===== config.mk =====
export PLATFORM = sky130hd
export DESIGN_NAME = pb_debouncer_flat
export DESIGN_NICKNAME = d
export VERILOG_FILES = /design/src/rtl/pb_debouncer_pkg.sv /design/src/rtl/pb_debouncer_if.sv /design/src/rtl/pb_debounce_ch.sv /design/src/rtl/pb_debouncer.sv /design/src/flat_wrapper.sv
export SDC_FILE = /design/constraint.sdc
export NUM_CORES = 1
export LEC_CHECK = 0
export CAP_MARGIN = 20
export CORE_MARGIN = 1
export CORE_UTILIZATION = 46
export CTS_CLUSTER_SIZE = 24
export DETAILED_ROUTE_END_ITERATION = 10
export PLACE_DENSITY = 0.76
export SYNTH_ARGS = -nofsm -noshare
export SYNTH_HDL_FRONTEND = slang
export SYNTH_SLANG_ARGS = --single-unit

===== constraint.sdc =====
create_clock -name clk -period 2.24 [get_ports clk]
set_clock_uncertainty 0.1 [all_clocks]
set_input_delay 0.224 -clock clk [delete_from_list [all_inputs] [get_ports clk]]
set_output_delay 0.224 -clock clk [all_outputs]
set_load 0.005 [all_outputs]

===== src/rtl/pb_debouncer_pkg.sv =====
// Shared board timing header: system clock and default push-button timing,
// plus helpers that turn time units into clock-cycle counts.
package pb_debouncer_pkg;

  localparam int unsigned BOARD_CLK_HZ   = 40_000_000;
  localparam int unsigned PB_DEBOUNCE_US = 10_000;
  localparam int unsigned PB_LONG_MS     = 1_000;

  function automatic int unsigned us_to_cycles(input int unsigned clk_hz, input int unsigned us);
    return clk_hz / 1_000_000 * us;
  endfunction

  function automatic int unsigned ms_to_cycles(input int unsigned clk_hz, input int unsigned ms);
    return clk_hz / 1_000 * ms;
  endfunction

endpackage


===== src/rtl/pb_debouncer_if.sv =====
// Push-button bundle: raw active-low buttons in, conditioned per-button
// level and event pulses out.
interface pb_debouncer_if #(
  parameter int NUM_PB = 4
);

  logic [NUM_PB-1:0] pb_n;
  logic [NUM_PB-1:0] pb_level;
  logic [NUM_PB-1:0] pb_press;
  logic [NUM_PB-1:0] pb_release;
  logic [NUM_PB-1:0] pb_long;

  modport master (
    output pb_n,
    input  pb_level, pb_press, pb_release, pb_long
  );

  modport slave (
    input  pb_n,
    output pb_level, pb_press, pb_release, pb_long
  );

endinterface


===== src/rtl/pb_debounce_ch.sv =====
// One push-button channel: 2-flop synchroniser, stability-window debounce,
// press/release edge pulses and a single-shot long-press detector.
module pb_debounce_ch #(
  parameter int DB_CYCLES   = 10,
  parameter int LONG_CYCLES = 1000
) (
  input  logic clk,
  input  logic reset_n,
  input  logic pb_n_i,
  output logic level_o,
  output logic press_o,
  output logic release_o,
  output logic long_o
);

  localparam int DB_W = $clog2(DB_CYCLES);
  localparam int LP_W = $clog2(LONG_CYCLES);
  localparam logic [DB_W-1:0] DB_LAST = DB_W'(DB_CYCLES - 1);
  localparam logic [LP_W-1:0] LP_LAST = LP_W'(LONG_CYCLES - 1);

  localparam logic [0:0] ST_IDLE = 1'b0;
  localparam logic [0:0] ST_HELD = 1'b1;

  logic            sync1_q, sync2_q;
  logic            raw_s;
  logic            stable_q, stable_d;
  logic [DB_W-1:0] db_cnt_q, db_cnt_d;
  logic            press_q, press_d;
  logic            release_q, release_d;
  logic            long_q, long_d;
  logic [0:0]      lp_state_q, lp_state_d;
  logic [LP_W-1:0] lp_cnt_q, lp_cnt_d;

  assign raw_s = ~sync2_q;

  always_comb begin
    stable_d = stable_q;
    db_cnt_d = db_cnt_q;
    if (raw_s == stable_q) begin
      db_cnt_d = '0;
    end else if (db_cnt_q == DB_LAST) begin
      stable_d = raw_s;
      db_cnt_d = '0;
    end else begin
      db_cnt_d = db_cnt_q + 1'b1;
    end
  end

  assign press_d   = stable_d & ~stable_q;
  assign release_d = ~stable_d & stable_q;

  // Keyed on stable_d so the counter clears on the same edge as the release pulse.
  always_comb begin
    lp_state_d = lp_state_q;
    lp_cnt_d   = lp_cnt_q;
    long_d     = 1'b0;
    if (!stable_d) begin
      lp_state_d = ST_IDLE;
      lp_cnt_d   = '0;
    end else if (lp_state_q == ST_IDLE && stable_q) begin
      if (lp_cnt_q == LP_LAST) begin
        long_d     = 1'b1;
        lp_state_d = ST_HELD;
      end else begin
        lp_cnt_d = lp_cnt_q + 1'b1;
      end
    end
  end

  always_ff @(posedge clk or negedge reset_n) begin
    if (!reset_n) begin
      sync1_q    <= 1'b1;
      sync2_q    <= 1'b1;
      stable_q   <= 1'b0;
      db_cnt_q   <= '0;
      press_q    <= 1'b0;
      release_q  <= 1'b0;
      long_q     <= 1'b0;
      lp_state_q <= ST_IDLE;
      lp_cnt_q   <= '0;
    end else begin
      sync1_q    <= pb_n_i;
      sync2_q    <= sync1_q;
      stable_q   <= stable_d;
      db_cnt_q   <= db_cnt_d;
      press_q    <= press_d;
      release_q  <= release_d;
      long_q     <= long_d;
      lp_state_q <= lp_state_d;
      lp_cnt_q   <= lp_cnt_d;
    end
  end

  assign level_o   = stable_q;
  assign press_o   = press_q;
  assign release_o = release_q;
  assign long_o    = long_q;

endmodule


===== src/rtl/pb_debouncer.sv =====
// Board push-button conditioning: one independent debounce channel per button,
// timing derived from the board clock frequency.
module pb_debouncer
  import pb_debouncer_pkg::*;
#(
  parameter int          NUM_PB      = 4,
  parameter int unsigned CLK_HZ      = BOARD_CLK_HZ,
  parameter int unsigned DEBOUNCE_US = PB_DEBOUNCE_US,
  parameter int unsigned LONG_MS     = PB_LONG_MS
) (
  input  logic           clk,
  input  logic           reset_n,
  pb_debouncer_if.slave  pb
);

  localparam int DB_CYCLES   = int'(us_to_cycles(CLK_HZ, DEBOUNCE_US));
  localparam int LONG_CYCLES = int'(ms_to_cycles(CLK_HZ, LONG_MS));

  logic [NUM_PB-1:0] level_w;
  logic [NUM_PB-1:0] press_w;
  logic [NUM_PB-1:0] release_w;
  logic [NUM_PB-1:0] long_w;

  for (genvar gi = 0; gi < NUM_PB; gi++) begin : g_ch
    pb_debounce_ch #(
      .DB_CYCLES   (DB_CYCLES),
      .LONG_CYCLES (LONG_CYCLES)
    ) u_ch (
      .clk       (clk),
      .reset_n   (reset_n),
      .pb_n_i    (pb.pb_n[gi]),
      .level_o   (level_w[gi]),
      .press_o   (press_w[gi]),
      .release_o (release_w[gi]),
      .long_o    (long_w[gi])
    );
  end

  assign pb.pb_level   = level_w;
  assign pb.pb_press   = press_w;
  assign pb.pb_release = release_w;
  assign pb.pb_long    = long_w;

endmodule


===== src/flat_wrapper.sv =====
// flat-port wrapper written by rule: the top's interface ports become plain ports
module pb_debouncer_flat import pb_debouncer_pkg::*;
#(
  parameter int          NUM_PB      = 4,
  parameter int unsigned CLK_HZ      = BOARD_CLK_HZ,
  parameter int unsigned DEBOUNCE_US = PB_DEBOUNCE_US,
  parameter int unsigned LONG_MS     = PB_LONG_MS
)
  (clk, reset_n, pb_pb_n, pb_pb_level, pb_pb_press, pb_pb_release, pb_pb_long);
  pb_debouncer_if #(.NUM_PB(NUM_PB)) pb_i ();
  input  logic clk;
  input  logic reset_n;
  input wire logic [$bits(pb_i.pb_n)-1:0] pb_pb_n;
  output wire logic [$bits(pb_i.pb_level)-1:0] pb_pb_level;
  output wire logic [$bits(pb_i.pb_press)-1:0] pb_pb_press;
  output wire logic [$bits(pb_i.pb_release)-1:0] pb_pb_release;
  output wire logic [$bits(pb_i.pb_long)-1:0] pb_pb_long;
  assign pb_i.pb_n = pb_pb_n;
  assign pb_pb_level = pb_i.pb_level;
  assign pb_pb_press = pb_i.pb_press;
  assign pb_pb_release = pb_i.pb_release;
  assign pb_pb_long = pb_i.pb_long;
  pb_debouncer #(.NUM_PB(NUM_PB), .CLK_HZ(CLK_HZ), .DEBOUNCE_US(DEBOUNCE_US), .LONG_MS(LONG_MS)) u_core (.clk(clk), .reset_n(reset_n), .pb(pb_i));
endmodule

[After elaboration in Yosys (flattened, before gate mapping)]
Index checks and enable logic that the tools add are counted.
Cells by class
  add/subtract/negate cells: 8
  equal/unequal tests: 24
  multiplexer cells: 52
  bitwise gates (word level): 24
  reduce and logical (&&, ||, !) cells: 12
Operator list (count)
  2-to-1 mux 26 bit: 12
  2-to-1 mux 19 bit: 8
  adder 26 x 1 -> 26 bit (second input constant): 4
  equality test 26 bit (second input constant): 4
  adder 19 x 1 -> 19 bit (second input constant): 4
  equality test 19 bit (second input constant): 4
  2-to-1 mux 1 bit: 32
  != test 2 x 1 -> 1 bit (second input constant): 8
  inverter 1 bit: 16
  AND reduction 2 bit: 8
  bitwise AND 1 bit: 8
  != test 2 bit (second input constant): 4
  equality test 1 bit: 4
  logical AND 1 bit: 4
Storage, ports and cells
  bits in registers: 208
  input bits: 6
  output and inout bits: 16
  word-level logic and storage cells: 156

[Logic depth before layout (Yosys ltp)]
Gate-level depths: netlist of the first run.
  depth in word-level cells: 5
  depth in mapped cells: 8
  mapped depth without buffers: 7

[Cells and area by module]
Synthesis of the first run repeated with hierarchy kept, for this count alone.
Second synthesis, totals
  cell total of the unflattened synthesis: 1088
  area total of the unflattened synthesis: 10615.2 µm²
By module, submodules not included
  pb_debounce_ch: instances 4, cells an instance 272, area an instance 2653.8 µm², sequential area each 1303.8 µm²

[Worst setup path before layout of the first run]
No wires, ideal clock.
  path type: reg2reg
  from: register u_core.g_ch[1].u_ch.db_cnt_q[0]
  to: register u_core.g_ch[1].u_ch.lp_cnt_q[24]
  setup time: 0.121 ns
  arrival time: 1.882 ns
  data required time: 2.019 ns
  setup slack: 0.136 ns
  cell stages (with the launch flop): 8
  path buffers: 1
  period minus slack after synthesis: 2.104 ns
  path through: dfrtp_1 > ha_1 > nand3_1 > nor2_1 > and4_1 > mux2i_1 > buf_2 > nor2_1
Between the ends
  cells in the longest elaborated chain, start to end: 5
  elaborated cells on any way between the ends: 7
  classes of those cells: eq/ne (3); mux (3); reduce/logical (1)
RTL lines
  from (decl): line pb_debounce_ch.sv:27  | logic [DB_W-1:0] db_cnt_q, db_cnt_d;
  from (signal assigned): line pb_debounce_ch.sv:85  | db_cnt_q <= db_cnt_d;
  equality test 19 bit (*): line pb_debounce_ch.sv:41  | end else if (db_cnt_q == DB_LAST) begin
  2-to-1 mux 1 bit (*): line pb_debounce_ch.sv:41
  2-to-1 mux 1 bit (*): line pb_debounce_ch.sv:39  | if (raw_s == stable_q) begin
  != test 2 bit (no source line) / != test 2 x 1 -> 1 bit (equally long branches)
  AND reduction 2 bit (no source line)
  to (signal assigned): line pb_debounce_ch.sv:90  | lp_cnt_q <= lp_cnt_d;
  to (decl): line pb_debounce_ch.sv:32  | logic [LP_W-1:0] lp_cnt_q, lp_cnt_d;
Mark *: on every way between the ends. The rest lies on a longest branch, timed or not.
A chain may end at the register's enable or synchronous reset.

[Worst setup path after layout of the first run]
  from: register u_core.g_ch[1].u_ch.lp_cnt_q[16]
  to: register u_core.g_ch[1].u_ch.lp_cnt_q[19]
Between the ends
  cells in the longest elaborated chain, start to end: 4
  elaborated cells on any way between the ends: 7
  classes of those cells: add/sub (1); eq/ne (2); mux (3); reduce/logical (1)
RTL lines
  adder 26 x 1 -> 26 bit: line pb_debounce_ch.sv:65  | lp_cnt_d = lp_cnt_q + 1'b1;
  2-to-1 mux 26 bit: line pb_debounce_ch.sv:61  | if (lp_cnt_q == LP_LAST) begin
  2-to-1 mux 26 bit: line pb_debounce_ch.sv:60  | end else if (lp_state_q == ST_IDLE && stable_q) begin
  2-to-1 mux 26 bit: line pb_debounce_ch.sv:57  | if (!stable_d) begin
Several ways; a longest one is shown, not always the timed one. The select of a mux whose other input is x is not followed.

==> impl_metrics.json, run 1 <==
{
  "grt_pass1_wl_um": 35280,
  "grt_max_degree": 65,
  "num_vias": 7712,
  "tightest_slew_ns": 0.5742,
  "crit_path_max_fanout": 8,
  "synth_edf_count": 0,
  "status": "completed",
  "end_kind": "register",
  "area_growth_pct": 12.81,
  "cts_buffers": 23,
  "final_area_mm2": 0.01185,
  "drv_slew": 0,
  "ys.flop_type": "dfrtp_1",
  "synth_xor_area_share_pct": 10.59,
  "syn_area_per_cell_um2": 9.648,
  "cts_root_buffer": "clkbuf_16",
  "synth-seq-area-share_pct": 49.64,
  "grt_pass1_vias": 7590,
  "ios": 22,
  "finalNetCount": 1125,
  "antenna_cells": 0,
  "crit_path_start_kind": "register",
  "routabilityCongestion": 0.8242,
  "overflow": 0,
  "place_ws_ns": 0.1816,
  "die_h_um": 153.1,
  "crit_type": "register to register",
  "coreArea_mm2": 0.02209,
  "worstPathRequired_ns": 2.56,
  "ys_top_cells_by_area": "dfrtp_1, nor2_1, xnor2_1",
  "synth_nets": 1103,
  "max-cap-violations": 0,
  "clkSlewWorstSetupHoldPaths_ns": 0.06,
  "wl_met1_um": 9219,
  "period_share_pct": 92.29,
  "port_buffers": 21,
  "p_leak_uw": 0.004636,
  "grt_use_total_pct": 17.60,
  "final_cell_mix": "dfrtp_1, nor2_1, nand2_1",
  "ys_ff_latch": 208,
  "num-fill-cells": 1918,
  "synth_mux_area_share_pct": 0.6669,
  "timing.fmax_mhz": 483.7,
  "synth_compound_area_share_pct": 5.883,
  "netlist_instances": 1089,
  "netlist_area_mm2": 0.01051,
  "first_pass_iters": 5,
  "via_per_inst": 5.481,
  "antenna_found_initial": 0,
  "synthAdderAreaFrac_pct": 0.9527,
  "final_layout_size_suffix_gt1_share_pct": 10.56,
  "synth_warnings": 0,
  "synth_top_cell_by_area": "dfrtp_1",
  "clk_latency_ns": 0.51,
  "synth_top_family_by_area": "simple AND/OR/NAND/NOR gates",
  "hold_viol": 0,
  "yosys.area.top_type_share_pct": 47.64,
  "drtIter0Drc": 424,
  "final_common_cell": "dfrtp_1",
  "dpl.hpwl_um": 13010,
  "cts_max_level": 1,
  "fin_crit_ns": 2.067,
  "powerDensity_mw_per_mm2": 654.5,
  "route.met2.wl_um": 9175,
  "ir_worst_vdd_uv": 387.0,
  "totalWireLength_um": 19520,
  "synthSimpleGateAreaFrac_pct": 28.12,
  "tns_ns": 0,
  "cts_buffer_depth": 3,
  "drc": 0,
  "rsz0062_at_grt": "no",
  "initial_utilization_pct": 47.55,
  "ys_types": 61,
  "ant_nets": 0,
  "min_path_type": "primary input to register",
  "arrival_ns": 2.39,
  "wl_per_cell_um": 13.87,
  "worst_slack_ns": 0.1727,
  "die_area_mm2": 0.02345,
  "slew_headroom_pct": 61.43,
  "setup_viol": 0,
  "async_flop_share_pct": 100.0,
  "cts_tree": "yes",
  "cts_sinks": 208,
  "post_dp_cell_area_mm2": 0.01105,
  "fp.dieW_um": 153.1,
  "wl_met3_um": 726,
  "top_layer_used": "met4",
  "rows": 54
}
==> sequential cells by signal (all words and copies together), names as in the netlist <==
signal                       count
u_core.g_ch.u_ch.db_cnt_q       76
u_core.g_ch.u_ch.level_o         4
u_core.g_ch.u_ch.long_o          4
u_core.g_ch.u_ch.lp_cnt_q      104
u_core.g_ch.u_ch.lp_state_q      4
u_core.g_ch.u_ch.press_o         4
u_core.g_ch.u_ch.release_o       4
u_core.g_ch.u_ch.sync1_q         4
u_core.g_ch.u_ch.sync2_q         4
==> through the flow <==
| step | power [µW] | cells | hold slack [ns] | utilization [%] |
|---|---|---|---|---|
| floorplan | 3927 | 1089 | -0.1716 | - |
| global route | 8030 | 1407 | 0.02120 | 53.65 |
| global placement | 4036 | 1365 | 0.1485 | 49.99 |
| CTS | 7854 | 1407 | 0.001717 | 53.55 |
| detailed placement | 4043 | 1365 | 0.1563 | 49.99 |
| finish | 7757 | 1407 | 0.01818 | 53.65 |
==> synthesized netlist by cell type, types with 26 or more instances <==
master	instances
nand4_1	40
nor2_1	173
and3_1	26
xnor2_1	68
inv_1	29
xor2_1	59
nor3_1	35
dfrtp_1	200
nand2_1	74
a21oi_1	49
nand3_1	66
==> repair_timing <==
item | 4_1_cts | 5_1_grt
buffers inserted | 0 | 0
endpoints found under the hold margin | 59 | 0
hold buffers | 1 | 0
endpoints found under the setup margin | 0 | 28
gates resized for setup | 0 | 6
==> worst paths after layout <==
path	startpoint	end	slack (ns)	depth (start not counted)
worst max-delay path	u_core.g_ch[1].u_ch.lp_cnt_q[16]	u_core.g_ch[1].u_ch.lp_cnt_q[19]	0.17	5
worst min-delay path	pb_pb_n[2]	u_core.g_ch[2].u_ch.sync1_q	0.02	1
worst max register to register	u_core.g_ch[1].u_ch.lp_cnt_q[16]	u_core.g_ch[1].u_ch.lp_cnt_q[19]	0.17	5
worst min register to register	u_core.g_ch[1].u_ch.sync1_q	u_core.g_ch[1].u_ch.sync2_q	0.26	0
max in group asynchronous	reset_n	u_core.g_ch[1].u_ch.lp_cnt_q[6]	1.15	3
min in group asynchronous	reset_n	u_core.g_ch[0].u_ch.lp_cnt_q[8]	0.16	2
==> power breakdown <==
part	leakage, µW	switching, µW	internal, µW
Combinational	0.00140	112	44.1
Sequential	0.00287	22.2	3790
Clock	0.000369	1510	2280
==> metal layers <==
layer  GRT usage [%]  vias up
met1           24.37     3742
met3           2.382       31
li1                -     3823
met5               0        -
met4           5.964        0
met2           28.48      116
==> critical path: stages, from the launching register on <==
cell and delay, ns:
dfrtp_1 0.44, nor4b_1 0.44, nand4_1 0.30, or2_2 0.37, a31o_1 0.21, a21oi_1 0.13
==> cell type report <==
| cell class | count | area, µm² | area share (%) |
|---|---|---|---|
| Clock buffer | 29 | 648.1 | 5.468 |
| Clock inverter | 12 | 126.4 | 1.066 |
| Inverter | 29 | 108.9 | 0.9184 |
| Multi-Input combinational cell | 797 | 4888 | 41.24 |
| Sequential cell | 208 | 5215 | 44.00 |
| Tap cell | 280 | 350.3 | 2.956 |
| Timing Repair Buffer | 52 | 515.5 | 4.349 |
==> logic make-up after synthesis <==
| group | after synthesis |
|---|---|
| compound gates | 105 |
| buf+inv | 84 |
| flops | 208 |
| fa+ha+maj | 8 |
| xor+xnor | 127 |
| simple gates | 550 |
| mux | 7 |
No activity file was read; power rests on OpenSTA's default activity.
==> run 2: changes to the inputs <==
--- a/config.mk
+++ b/config.mk
@@ -10,6 +10,7 @@
 export CORE_UTILIZATION = 46
 export CTS_CLUSTER_SIZE = 24
 export DETAILED_ROUTE_END_ITERATION = 10
+export MAX_ROUTING_LAYER = met4
 export PLACE_DENSITY = 0.76
 export SYNTH_ARGS = -nofsm -noshare
 export SYNTH_HDL_FRONTEND = slang
==> impl_metrics.json, run 2 (synthesized netlist as in run 1, its figures left out) <==
{
  "arrival_ns": 2.38,
  "timing.fmax_mhz": 485.3,
  "status": "completed",
  "crit_path_max_fanout": 8,
  "power.clock.fraction_pct": 48.8,
  "initial_utilization_pct": 47.55,
  "largest_register": "u_core.g_ch.u_ch.lp_cnt_q",
  "register_area_mm2": 0.005215,
  "dpl.hpwl_um": 13010,
  "num_vias": 7736,
  "setup_viol": 0,
  "p_total_uw": 7755,
  "multiInputGateArea_mm2": 0.004888,
  "fin_util_pct": 53.65,
  "grt_use_total_pct": 18.15,
  "drtIter0Drc": 416,
  "post_cts_buffers": 0,
  "p_leak_uw": 0.004636,
  "coreArea_mm2": 0.02209,
  "p_int_uw": 6113,
  "rows": 54,
  "hold_viol": 0,
  "ir_worst_vdd_uv": 386.7,
  "r2r-end": "u_core.g_ch[1].u_ch.lp_cnt_q[19]",
  "path_cells": "nor4b_1, nand4_1, or2_2, a31o_1, a21oi_1",
  "area_growth_pct": 12.81,
  "ant_nets": 0,
  "cts_tree": "yes",
  "largestRegisters": "u_core.g_ch.u_ch.lp_cnt_q x104, u_core.g_ch.u_ch.db_cnt_q x76",
  "worstHoldStart": "pb_pb_n[2]",
  "max-cap-violations": 0,
  "fin_crit_ns": 2.061,
  "routabilityCongestion": 0.8390,
  "finalNetCount": 1125,
  "slowest_stage": "dfrtp_1",
  "overflow": 0,
  "p_sw_uw": 1641,
  "cts_sinks": 208,
  "slew_headroom_pct": 61.43,
  "antenna_found_initial": 0,
  "via_per_inst": 5.498,
  "cts_buffers": 23,
  "cts_max_level": 1,
  "end_kind": "register",
  "final_cell_mix": "dfrtp_1, nor2_1, nand2_1",
  "p_comb_share_pct": 2.0,
  "antenna_cells": 0,
  "worstPathRequired_ns": 2.56,
  "die_h_um": 153.1,
  "p_seq_share_pct": 49.1,
  "ff2ff_path_depth": 5,
  "fp.dieW_um": 153.1,
  "totalWireLength_um": 19570,
  "final_layout_size_suffix_gt1_share_pct": 10.56,
  "clkSlewWorstSetupHoldPaths_ns": 0.06,
  "num-fill-cells": 1918,
  "cts_root_buffer": "clkbuf_16",
  "rsz0062_at_grt": "no",
  "period_share_pct": 91.99,
  "grt_pass1_wl_um": 35270,
  "final_common_cell": "dfrtp_1",
  "drv_slew": 0,
  "port_buffers": 21,
  "crit_path_start_kind": "register",
  "die_area_mm2": 0.02345,
  "largest_reg_flops": 104,
  "r2r_slack_ns": 0.18,
  "cts_buffer_depth": 3,
  "r2r-start": "u_core.g_ch[1].u_ch.lp_cnt_q[16]",
  "whs_path_depth": 1,
  "drc": 0,
  "crit_type": "register to register",
  "grt_max_degree": 65,
  "min_path_type": "primary input to register",
  "clk_latency_ns": 0.51,
  "first_pass_iters": 5,
  "grt_pass1_vias": 7595,
  "tns_ns": 0,
  "ios": 22,
  "tightest_slew_ns": 0.5742,
  "switching_share_pct": 21.16,
  "max_stage_delay_ns": 0.44,
  "wl_per_cell_um": 13.91,
  "powerDensity_mw_per_mm2": 654.3,
  "hold_end": "u_core.g_ch[2].u_ch.sync1_q"
}
## run 2: worst max-delay path by stage
stage	from	endpoint	slack, ns	cells past startpoint
floorplan	u_core.g_ch[1].u_ch.db_cnt_q[0]	u_core.g_ch[1].u_ch.lp_cnt_q[24]	0.14	7
global placement	u_core.g_ch[1].u_ch.db_cnt_q[0]	u_core.g_ch[1].u_ch.lp_cnt_q[8]	0.22	7
detailed placement	u_core.g_ch[0].u_ch.db_cnt_q[0]	u_core.g_ch[0].u_ch.lp_cnt_q[8]	0.18	7
CTS	u_core.g_ch[1].u_ch.db_cnt_q[0]	u_core.g_ch[1].u_ch.lp_cnt_q[23]	0.15	7
global route	u_core.g_ch[1].u_ch.lp_cnt_q[0]	u_core.g_ch[1].u_ch.lp_cnt_q[5]	0.02	7
finish	u_core.g_ch[1].u_ch.lp_cnt_q[16]	u_core.g_ch[1].u_ch.lp_cnt_q[19]	0.18	5
## run 2: repair_timing
item                                    CTS  global route
endpoints found under the setup margin    0            28
hold endpoints to repair                 59             0
hold buffers                              1             0
resized for setup                         0             6
## run 2: critical path, delay by kind of cell (launching register included)
family | cells | cell delay (ns)
AOI/OAI and AO/OA | 2 | 0.34
DFF | 1 | 0.44
and+or+nand+nor | 3 | 1.11
## run 2: final cells by class
cell class	count	area share, %
flip-flops and latches	208	44.00
well taps	280	2.956
inverters	29	0.9184
clock inverters	12	1.066
repair buffers	52	4.349
multi-input cells	797	41.24
clock buffers	29	5.468
## run 2: routing by layer
metal	track usage (%)	part of all wire, %	vias up
met3	2.382	3.3	33
met5	-	0	-
met4	5.964	2.2	0
met1	24.41	48	3781
li1	-	-	3822
met2	28.46	47	100
## run 2: metrics by stage
stage	std cells	hold slack (ns)	instance area [µm²]	worst slack, ns
6_report	1407	0.01927	11850	0.1794
3_3_place_gp	1365	0.1485	11050	0.2212
5_1_grt	1407	0.02120	11850	0.02196
2_1_floorplan	1089	-0.1716	10510	0.1360
3_5_place_dp	1365	0.1563	11050	0.1816
4_1_cts	1407	0.001717	11830	0.1525
## run 2: power by group through the flow
stage	Combinational (µW)	Clock, µW	Sequential (µW)
after floorplan	52.4	0	3870
after global routing	188	4030	3810
final	157	3790	3810
after detailed placement	164	0	3880
after CTS	166	3880	3810
after global placement	159	0	3880
==> run 3: changes to the inputs <==
--- a/config.mk
+++ b/config.mk
@@ -11,7 +11,7 @@
 export CTS_CLUSTER_SIZE = 24
 export DETAILED_ROUTE_END_ITERATION = 10
 export MAX_ROUTING_LAYER = met4
-export PLACE_DENSITY = 0.76
+export PLACE_DENSITY = 0.74
 export SYNTH_ARGS = -nofsm -noshare
 export SYNTH_HDL_FRONTEND = slang
 export SYNTH_SLANG_ARGS = --single-unit
==> constraint.sdc (replaced) <==
create_clock -name clk -period 2.2 [get_ports clk]
set_clock_uncertainty 0.1 [all_clocks]
set_input_delay 0.22 -clock clk [delete_from_list [all_inputs] [get_ports clk]]
set_output_delay 0.22 -clock clk [all_outputs]
set_load 0.005 [all_outputs]
==> impl_metrics.json, run 3 (synthesized netlist as in run 1, its figures left out) <==
{
  "rows": 54,
  "via_per_inst": 5.498,
  "slew_headroom_pct": 58.33,
  "cts_root_buffer": "clkbuf_16",
  "cts_tree": "yes",
  "largest_register": "u_core.g_ch.u_ch.lp_cnt_q",
  "clk_latency_ns": 0.50,
  "largestRegisters": "u_core.g_ch.u_ch.lp_cnt_q x104, u_core.g_ch.u_ch.db_cnt_q x76",
  "die_area_mm2": 0.02345,
  "powerDensity_mw_per_mm2": 691.9,
  "ff2ff_path_depth": 7,
  "die_h_um": 153.1,
  "grt_pass1_wl_um": 35400,
  "setup_viol": 0,
  "cts_sinks": 208,
  "period_share_pct": 94.85,
  "initial_utilization_pct": 47.55,
  "grt_use_total_pct": 18.17,
  "overflow": 0,
  "whs_path_depth": 1,
  "drtIter0Drc": 390,
  "max-cap-violations": 0,
  "clkSlewWorstSetupHoldPaths_ns": 0.06,
  "status": "completed",
  "totalWireLength_um": 19840,
  "drv_slew": 0,
  "p_leak_uw": 0.004688,
  "finalNetCount": 1130,
  "worstSetupStartpoint": "u_core.g_ch[1].u_ch.lp_cnt_q[0]",
  "tns_ns": 0,
  "crit_path_max_fanout": 7,
  "largest_reg_flops": 104,
  "cts_max_level": 1,
  "hold_end": "u_core.g_ch[0].u_ch.sync1_q",
  "num_vias": 7763,
  "ant_nets": 0,
  "r2r-end": "u_core.g_ch[1].u_ch.lp_cnt_q[14]",
  "coreArea_mm2": 0.02209,
  "antenna_cells": 0,
  "fp.dieW_um": 153.1,
  "grt_pass1_vias": 7701,
  "cts_buffer_depth": 3,
  "hold_viol": 0,
  "worstPathRequired_ns": 2.53,
  "area_growth_pct": 13.65,
  "tightest_slew_ns": 0.6094,
  "end_kind": "register",
  "port_buffers": 21,
  "final_layout_size_suffix_gt1_share_pct": 10.69,
  "crit_path_start_kind": "register",
  "drc": 0,
  "crit_type": "register to register",
  "worstHoldStart": "pb_pb_n[0]",
  "dpl.hpwl_um": 13040,
  "antenna_found_initial": 0,
  "fin_crit_ns": 2.087,
  "ir_worst_vdd_uv": 800.3,
  "min_path_type": "primary input to register",
  "rsz0062_at_grt": "no",
  "p_total_uw": 8262,
  "grt_max_degree": 54,
  "routabilityCongestion": 0.8128,
  "final_cell_mix": "dfrtp_1, nor2_1, nand2_1",
  "ios": 22,
  "arrival_ns": 2.41,
  "post_cts_buffers": 0,
  "final_common_cell": "dfrtp_1",
  "timing.fmax_mhz": 479.2,
  "r2r_slack_ns": 0.11,
  "whs_ns": 0.02423,
  "cts_buffers": 23,
  "r2r-start": "u_core.g_ch[1].u_ch.lp_cnt_q[0]",
  "first_pass_iters": 4,
  "wl_per_cell_um": 14.05
}
-- run 3: changes by cell type in the layout (fill, tap and decap cells not counted), moves of 3 or more --
| cell | before | now |
|---|---|---|
| clkbuf_8 | 6 | 3 |
| bufinv_16 | 2 | 6 |
| clkinvlp_4 | 5 | 1 |
| buf_4 | 24 | 30 |
| clkbuf_1 | 1 | 4 |
-- run 3: layer usage --
layer / track usage (%) / wire length [µm] / up-vias
met1: 23.39 / 9287 / 3816
met4: 5.435 / 400 / 0
met5: - / 0 / -
met2: 29.96 / 9625 / 77
met3: 2.353 / 527 / 30
li1: - / - / 3840
-- run 3: what timing repair did --
item	in CTS	in global routing
endpoints found under the setup margin	0	38
hold buffers	1	0
gates resized for setup	0	4
endpoints found under the hold margin	124	0
-- run 3: cell type report --
type	instances	area, µm²
Fill cell	1938	10150
Sequential cell	208	5215
Multi-Input combinational cell	797	4886
Clock buffer	29	618.1
Timing Repair Buffer	57	549.3
Tap cell	280	350.3
Clock inverter	12	212.7
Inverter	29	108.9
-- run 3: per-stage QoR --
stage | worst slack [ns] | instance area [µm²] | instances | util (%)
floorplan | 0.09602 | 10510 | 1089 | -
global placement | 0.2102 | 11080 | 1370 | 50.16
detailed placement | 0.1705 | 11080 | 1370 | 50.16
CTS | 0.06021 | 11920 | 1412 | 53.97
global route | 0.008929 | 11940 | 1412 | 54.04
finish | 0.1132 | 11940 | 1412 | 54.04
-- run 3: worst max-delay path by stage --
stage	cells past startpoint	end
detailed placement	7	u_core.g_ch[1].u_ch.lp_cnt_q[14]
floorplan	7	u_core.g_ch[1].u_ch.lp_cnt_q[24]
CTS	6	u_core.g_ch[0].u_ch.lp_cnt_q[8]
global placement	7	u_core.g_ch[1].u_ch.lp_cnt_q[5]
global route	5	u_core.g_ch[2].u_ch.lp_cnt_q[13]
finish	7	u_core.g_ch[1].u_ch.lp_cnt_q[14]
-- run 3: where the power goes --
part / total, µW / switching, µW / internal, µW / leakage (µW)
Sequential: 3880 / 23.0 / 3860 / 0.00287
Clock: 4220 / 1530 / 2690 / 0.000407
Combinational: 161 / 115 / 45.7 / 0.00141
-- run 3: critical path, stage by stage (launching register included) --
cell and delay [ns]:
dfrtp_1 0.41, ha_2 0.24, nand3_1 0.15, nor3_1 0.26
o21ai_1 0.17, buf_4 0.19, or3_1 0.34, a21oi_1 0.15
